[src/rtl/uart_byte_rx.sv]
// uart_byte_rx: 8N1 UART receiver with 3-sample majority voting.
// Emits one byte plus a one-cycle done strobe, or a frame error strobe.
`timescale 1ns/1ps
module uart_byte_rx #(
  parameter int CLK_FREQ  = 50_000_000,
  parameter int BAUD_RATE = 115200
) (
  input  logic       clk_50m,
  input  logic       rst_n,
  input  logic       uart_rxd,
  output logic       uart_rx_done,
  output logic [7:0] uart_rx_data,
  output logic       uart_frame_err,
  output logic       uart_busy
);

  localparam int BAUD_CNT = CLK_FREQ / BAUD_RATE;
  localparam int MID      = BAUD_CNT / 2;
  localparam int CW       = $clog2(BAUD_CNT);

  localparam logic [CW-1:0] CNT_LAST = CW'(BAUD_CNT - 1);
  localparam logic [CW-1:0] CNT_M1   = CW'(MID - 1);
  localparam logic [CW-1:0] CNT_MID  = CW'(MID);
  localparam logic [CW-1:0] CNT_DEC  = CW'(MID + 1);

  localparam logic [1:0] S_IDLE  = 2'd0;
  localparam logic [1:0] S_START = 2'd1;
  localparam logic [1:0] S_DATA  = 2'd2;
  localparam logic [1:0] S_STOP  = 2'd3;

  if (BAUD_CNT < 8) begin : g_bad_baud
    $error("uart_byte_rx: BAUD_CNT must be at least 8");
  end

  logic          rx_s1_q, rx_s2_q, rx_s3_q;
  logic [1:0]    state_q, state_d;
  logic [CW-1:0] cnt_q, cnt_d;
  logic [2:0]    bit_idx_q, bit_idx_d;
  logic [7:0]    shift_q, shift_d;
  logic [1:0]    samp_q, samp_d;
  logic [7:0]    data_q, data_d;
  logic          done_q, done_d;
  logic          ferr_q, ferr_d;

  logic fall, cnt_last, at_dec, maj;

  // Line synchronizer plus edge-detect stage; idle line reads high.
  always_ff @(posedge clk_50m or negedge rst_n) begin
    if (!rst_n) begin
      rx_s1_q <= 1'b1;
      rx_s2_q <= 1'b1;
      rx_s3_q <= 1'b1;
    end else begin
      rx_s1_q <= uart_rxd;
      rx_s2_q <= rx_s1_q;
      rx_s3_q <= rx_s2_q;
    end
  end

  // Frame FSM: baud timing, majority sampling, shift and output strobes.
  always_comb begin
    fall      = rx_s3_q & ~rx_s2_q;
    cnt_last  = (cnt_q == CNT_LAST);
    at_dec    = (cnt_q == CNT_DEC);
    maj       = (samp_q[0] & samp_q[1]) |
                (samp_q[0] & rx_s2_q) |
                (samp_q[1] & rx_s2_q);
    state_d   = state_q;
    cnt_d     = cnt_last ? '0 : cnt_q + 1'b1;
    bit_idx_d = bit_idx_q;
    shift_d   = shift_q;
    samp_d    = samp_q;
    data_d    = data_q;
    done_d    = 1'b0;
    ferr_d    = 1'b0;
    if (cnt_q == CNT_M1) samp_d[0] = rx_s2_q;
    if (cnt_q == CNT_MID) samp_d[1] = rx_s2_q;
    unique case (state_q)
      S_IDLE: begin
        cnt_d = '0;
        if (fall) state_d = S_START;
      end
      S_START: begin
        if (at_dec && maj) begin
          state_d = S_IDLE;
          cnt_d   = '0;
        end else if (cnt_last) begin
          state_d   = S_DATA;
          bit_idx_d = 3'd0;
        end
      end
      S_DATA: begin
        if (at_dec) shift_d = {maj, shift_q[7:1]};
        if (cnt_last) begin
          if (bit_idx_q == 3'd7) state_d = S_STOP;
          else bit_idx_d = bit_idx_q + 3'd1;
        end
      end
      S_STOP: begin
        if (at_dec) begin
          if (maj) begin
            data_d = shift_q;
            done_d = 1'b1;
          end else begin
            ferr_d = 1'b1;
          end
          state_d = S_IDLE;
          cnt_d   = '0;
        end
      end
      default: begin
        state_d = S_IDLE;
        cnt_d   = '0;
      end
    endcase
  end

  // Frame state registers.
  always_ff @(posedge clk_50m or negedge rst_n) begin
    if (!rst_n) begin
      state_q   <= S_IDLE;
      cnt_q     <= '0;
      bit_idx_q <= '0;
      shift_q   <= '0;
      samp_q    <= '0;
      data_q    <= '0;
      done_q    <= 1'b0;
      ferr_q    <= 1'b0;
    end else begin
      state_q   <= state_d;
      cnt_q     <= cnt_d;
      bit_idx_q <= bit_idx_d;
      shift_q   <= shift_d;
      samp_q    <= samp_d;
      data_q    <= data_d;
      done_q    <= done_d;
      ferr_q    <= ferr_d;
    end
  end

  assign uart_rx_done   = done_q;
  assign uart_rx_data   = data_q;
  assign uart_frame_err = ferr_q;
  assign uart_busy      = (state_q != S_IDLE);

endmodule

[config.mk]
export PLATFORM = sky130hd
export DESIGN_NAME = uart_byte_rx
export DESIGN_NICKNAME = d
export VERILOG_FILES = /design/src/rtl/uart_byte_rx.sv
export SDC_FILE = /design/constraint.sdc
export NUM_CORES = 1
export LEC_CHECK = 0
export ABC_AREA = 1
export BUFFER_PORTS_ARGS = -buffer_cell sky130_fd_sc_hd__buf_2
export CORE_AREA = 5 5 68 70
export CTS_BUF_LIST = sky130_fd_sc_hd__clkbuf_8 sky130_fd_sc_hd__clkbuf_16
export DETAILED_ROUTE_END_ITERATION = 10
export DIE_AREA = 0 0 73 75
export SYNTH_ARGS = -nofsm -noshare
export SYNTH_HDL_FRONTEND = slang
export SYNTH_SLANG_ARGS = --single-unit
export TNS_END_PERCENT = 10
[constraint.sdc]
create_clock -name clk_50m -period 4.3 [get_ports clk_50m]
set_input_delay 0 -clock clk_50m [delete_from_list [all_inputs] [get_ports clk_50m]]
set_output_delay 0 -clock clk_50m [all_outputs]
set_load 0.05 [all_outputs]
* After elaboration in Yosys (flattened, before gate mapping)
Index checks and enable logic that the tools add are counted.
Operators by class: add/subtract/negate cells 2, equal/unequal tests 16, multiplexer cells 22, bitwise operators 7, reductions and logical operators 8
Operators with widths (number):
- $eq A9 B8 Y1 const B | 3
- $mux W9 | 3
- $pmux W9 S3 | 1
- $ne A2 B2 Y1 const B | 7
- $mux W2 | 6
- $mux W3 | 4
- $reduce_and A5 Y1 | 2
- $add A9 B1 Y9 const B | 1
- $eq A9 B9 Y1 const B | 1
- $pmux W2 S4 | 1
- $mux W1 | 6
- $pmux W3 S2 | 1
- $and A1 B1 Y1 | 4
- $eq A2 B2 Y1 const B | 2
- $reduce_bool A2 Y1 | 2
- $add A3 B1 Y3 const B | 1
- $eq A3 B3 Y1 const B | 1
- $ne A3 B3 Y1 const B | 1
- $reduce_and A3 Y1 | 1
- $eq A2 B1 Y1 const B | 1
- $logic_not A2 Y1 | 1
- $or A1 B1 Y1 | 2
- $reduce_and A2 Y1 | 1
- $logic_and A1 B1 Y1 | 1
- $not A1 Y1 | 1
Storage, ports and cells: flip-flop bits (word level) 37, input port bits 3, output and inout bits 11, logic and storage cells 67

* Logic depth before layout (Yosys ltp)
depth after elaboration 6, depth in mapped cells 11, gate-level depth less buffers 11

* Worst setup path before layout
Ideal clock, no wire load.
path kind flip-flop to flip-flop, start register cnt_q[0], end register cnt_q[0], data arrival time 1.375 ns, slack 2.803 ns, cell stages (with the launch flop) 12, buffers on the path 0, cells stage by stage dfrtp_1 > inv_1 > ha_1 > nand2_1 > nor2_1 > nand2_1 > nand2_1 > inv_1 > nor2_2 > nand2_1 > nand2_4 > nor2_1
Between the ends: longest elaborated chain between the ends 4, elaborated cells between the ends (all ways) 8, classes of those cells add/sub (1); eq/ne (2); mux (4); reduce/logical (1)
Ends and longest elaborated chain:
- start: declaration | line 37 | logic [CW-1:0] cnt_q, cnt_d;
- start signal: assignment | line 131 | cnt_q <= cnt_d;
- $add A9 B1 Y9 (tied with other cells) | line 69 | cnt_d = cnt_last ? '0 : cnt_q + 1'b1;
- $mux W9 / $logic_and A1 B1 Y1 (equally long branches) | line 69, 84
- $mux W9 (on tied branches) | line 100, 84
- $pmux W9 S3 (*) | line 78 | unique case (state_q)
- net cnt_d[0] | line 37
The timed path passes the listed nets; every way through them passes the cells marked *. A chain may end at the register's enable or synchronous reset.

* Worst setup path in the final report
start register cnt_q[0], end register cnt_q[2]
Same word-level chain as after synthesis.

==> run_results.csv <==
group,metric,value,unit
job,cap_violations,0,
routing,post-route-drc-count,0,
clock_network,cts_buffer_depth,2,
worst_setup_path,worstReg2RegStart,"cnt_q[0]",
worst_setup_path,r2r_cells,11,
routing,dr.first_iter.drc_count,71,
worst_setup_path,slowest_stage,"dfrtp_1",
power,p_per_area,396,nW/um^2
grt,grt_max_degree,38,
routing,met2WireLength,1.27,mm
final_layout,layout_common_cells,"53 x nand2_1, 34 x dfrtp_1, 32 x inv_1",
yosys,ys_seq_area_share,53.1,%
timing,slew_headroom,46.0,%
placed_design,dp.final_hpwl,2.05,mm
yosys,syn_nets,207,
routing,met3_length,111,microns
die,num_io_pins,14,
yosys,synth_compound_area_share,7.08,%
grt,grt_overflow,0,
final_layout,finalNetCount,227,
worst_setup_path,start_kind,"flip-flop",
timing,fin_crit_sh,38.9,%
clock_network,clk_latency,0.29,ns
yosys,synth_xor_area_share,3.51,%
worst_setup_path,crit_buf_inv,2,
yosys,synth_top_family_by_area,"simple AND/OR/NAND/NOR gates",
status,outcome,"complete, no violations",
routing,wl_per_cell,10.5,microns
final_layout,final_common_cell,"nand2_1",
yosys,syn_inst,198,
grt,grt_pass1_wl,5.15,mm
routing,routed_via_density,4.51,
die,die_h,75,microns
timing,period_minus_slack,1.67,ns
worst_setup_path,critical_path_class,"reg -> reg",
clock_network,clockRootBuffer,"clkbuf_8",
yosys,ys_ff_latch,37,
yosys,syn_avg_cell_area,8.83,sq um
worst_setup_path,max_stage_delay,0.43,ns
final_layout,antenna_cells,0,
timing,rsz0062_at_grt,"no",
die,initial_core_util,44.7,%
clock_network,numCtsBuffers,5,
worst_hold_path,hold_path_class,"in -> async",
timing,worstMarginPinSlew,0.810,ns
timing,finalSetupTns,0,ns
worst_setup_path,path_common_cell,"nand2_1",
die,placementRows,23,
worst_setup_path,arrival,1.85,ns
grt,antenna_found_initial,0,
worst_setup_path,cp.required,4.48,ns
clock_network,post_cts_buffers,0,
power,power_leakage,1.00,nW
yosys,muxShareOfSynthArea,0,%
worst_setup_path,crit_fanout,9,
worst_setup_path,path_cells,"inv_1 -> ha_1 -> nand2_1 -> nor2_1 -> nand2_1 -> nand2_1 -> inv_1 -> nor2_2 -> nand2_1 -> nand2_4 -> nor2_1",
yosys,synth_fa_ha_area_share,4.29,%
yosys,synth-simple-area-share,24.2,%
timing,slew_violations,0,
routing,vias,1212,
routing,first_pass_iters,4,
grt,grt_pass1_vias,1170,
die,dieArea,5480,sq um
clock_network,clk_pin_slew,0.07,ns
routing,postRouteWirelength,2.83,mm
placed_design,post_dp_cell_area,1860,sq um
worst_setup_path,cp_num_cells,11,
timing,fmax,0.598,GHz
routing,top_layer,"met4",
placed_design,numPortBuffers,13,
yosys,yosysWarnings,0,
yosys,synthDistinctLibCells,24,
final_layout,design_area,1970,sq um
placed_design,place_congestion,0.727,
worst_setup_path,critPathTopFamily,"simple AND/OR/NAND/NOR gates",
worst_setup_path,cp-end-kind,"flip-flop",
die,core_area,3910,sq um
timing,setup_viol,0,
die,die_x,73,microns
worst_setup_path,crit_path_start,"cnt_q[0]",
routing,met1Wirelength,1.41,mm
timing,finClkSkew,0.00401,ns
grt,grt_usage,12.3,%
final_layout,drive_gt1_share,18.7,%
final_layout,syn2layout_area_growth,12.4,%
clock_network,cts_resized,0,
clock_network,cts.sinks,37,
yosys,synth_area,1750,sq um
timing,hold_viol_final,0,
power,ir_drop,0.165,mV
routing,ant_nets,0,
clock_network,cts_htree_levels,2,
clock_network,cts_tree,"yes",
## sequential cells by signal (all words and copies together) (netlist names), named ones only
signal	cells
state_q	1
shift_q	8
samp_q	2
uart_frame_err	1
rx_s3_q	1
rx_s2_q	1
bit_idx_q	3
uart_rx_done	1
rx_s1_q	1
uart_rx_data	8
cnt_q	9
## layer usage
layer / vias up / GRT usage [%]
met5: - / 0
li1: 646 / -
met4: 0 / 4.92
met3: 6 / 4.41
met2: 17 / 18.1
met1: 543 / 16.7
## worst register-to-register path: cells and delay by family (launching register included)
kind	cells	cell delay, ns
simple gates	8	0.82
buf+inv	2	0.16
flops	1	0.43
fa+ha+maj	1	0.19
## final timing paths
kind,end,slack [ns]
worst min-delay path,uart_rx_data[1],0.35
worst max-delay path,cnt_q[2],2.63
worst max register to register,cnt_q[2],2.63
worst min register to register,rx_s2_q,0.36
max in group asynchronous,bit_idx_q[0],3.45
min in group clk_50m,rx_s2_q,0.36
## report_power, final
part           internal [mW]  switching, mW
registers              0.375         0.0296
clock network          0.112          0.121
logic                 0.0526         0.0898
## logic make-up (layout without fill, tap and decap cells)
group | after synthesis | after routing
buffers and inverters | 34 | 55
AO/OA/AOI/OAI | 19 | 19
XOR/XNOR | 7 | 7
AND/OR/NAND/NOR | 95 | 95
flip-flops | 37 | 37
adder cells (fa/ha/maj) | 6 | 6
## per-stage QoR
| stage | util (%) | worst slack (ns) | power, mW | cells | hold slack (ns) |
|---|---|---|---|---|---|
| global route | 50.3 | 2.40 | 0.836 | 269 | 0.359 |
| floorplan | - | 2.80 | 0.517 | 198 | -0.296 |
| CTS | 50.3 | 2.63 | 0.796 | 269 | 0.337 |
| global placement | 47.5 | 2.71 | 0.551 | 259 | 0.106 |
| finish | 50.3 | 2.63 | 0.780 | 269 | 0.349 |
| detailed placement | 47.5 | 2.64 | 0.554 | 259 | 0.108 |
## layout make-up
type	instances	area [sq um]
flip-flops and latches	37	930
multi-input cells	127	683
fillers	387	1950
repair buffers	15	85.1
clock inverters	3	17.5
inverters	32	120
well taps	50	62.6
clock buffers	5	68.8
## repair_timing
action | CTS | global route
endpoints found under the setup margin | 0 | 0
hold buffers | 2 | 0
endpoints found under the hold margin | 35 | 0
## synth_stat cells, drive strengths merged
master	count	area [sq um]
nand2	58	235
dfrtp	34	851
inv	32	120
nor2	22	95.1
o21ai	17	111
nand3	9	50.1
ha	6	75.1
nand4	5	37.5
xor2	5	43.8
dfstp	3	78.8
buf	2	16.3
xnor2	2	17.5
a21oi	1	5.00
nor3	1	5.00
o21bai	1	7.51
(Power assumes the default switching activity.)
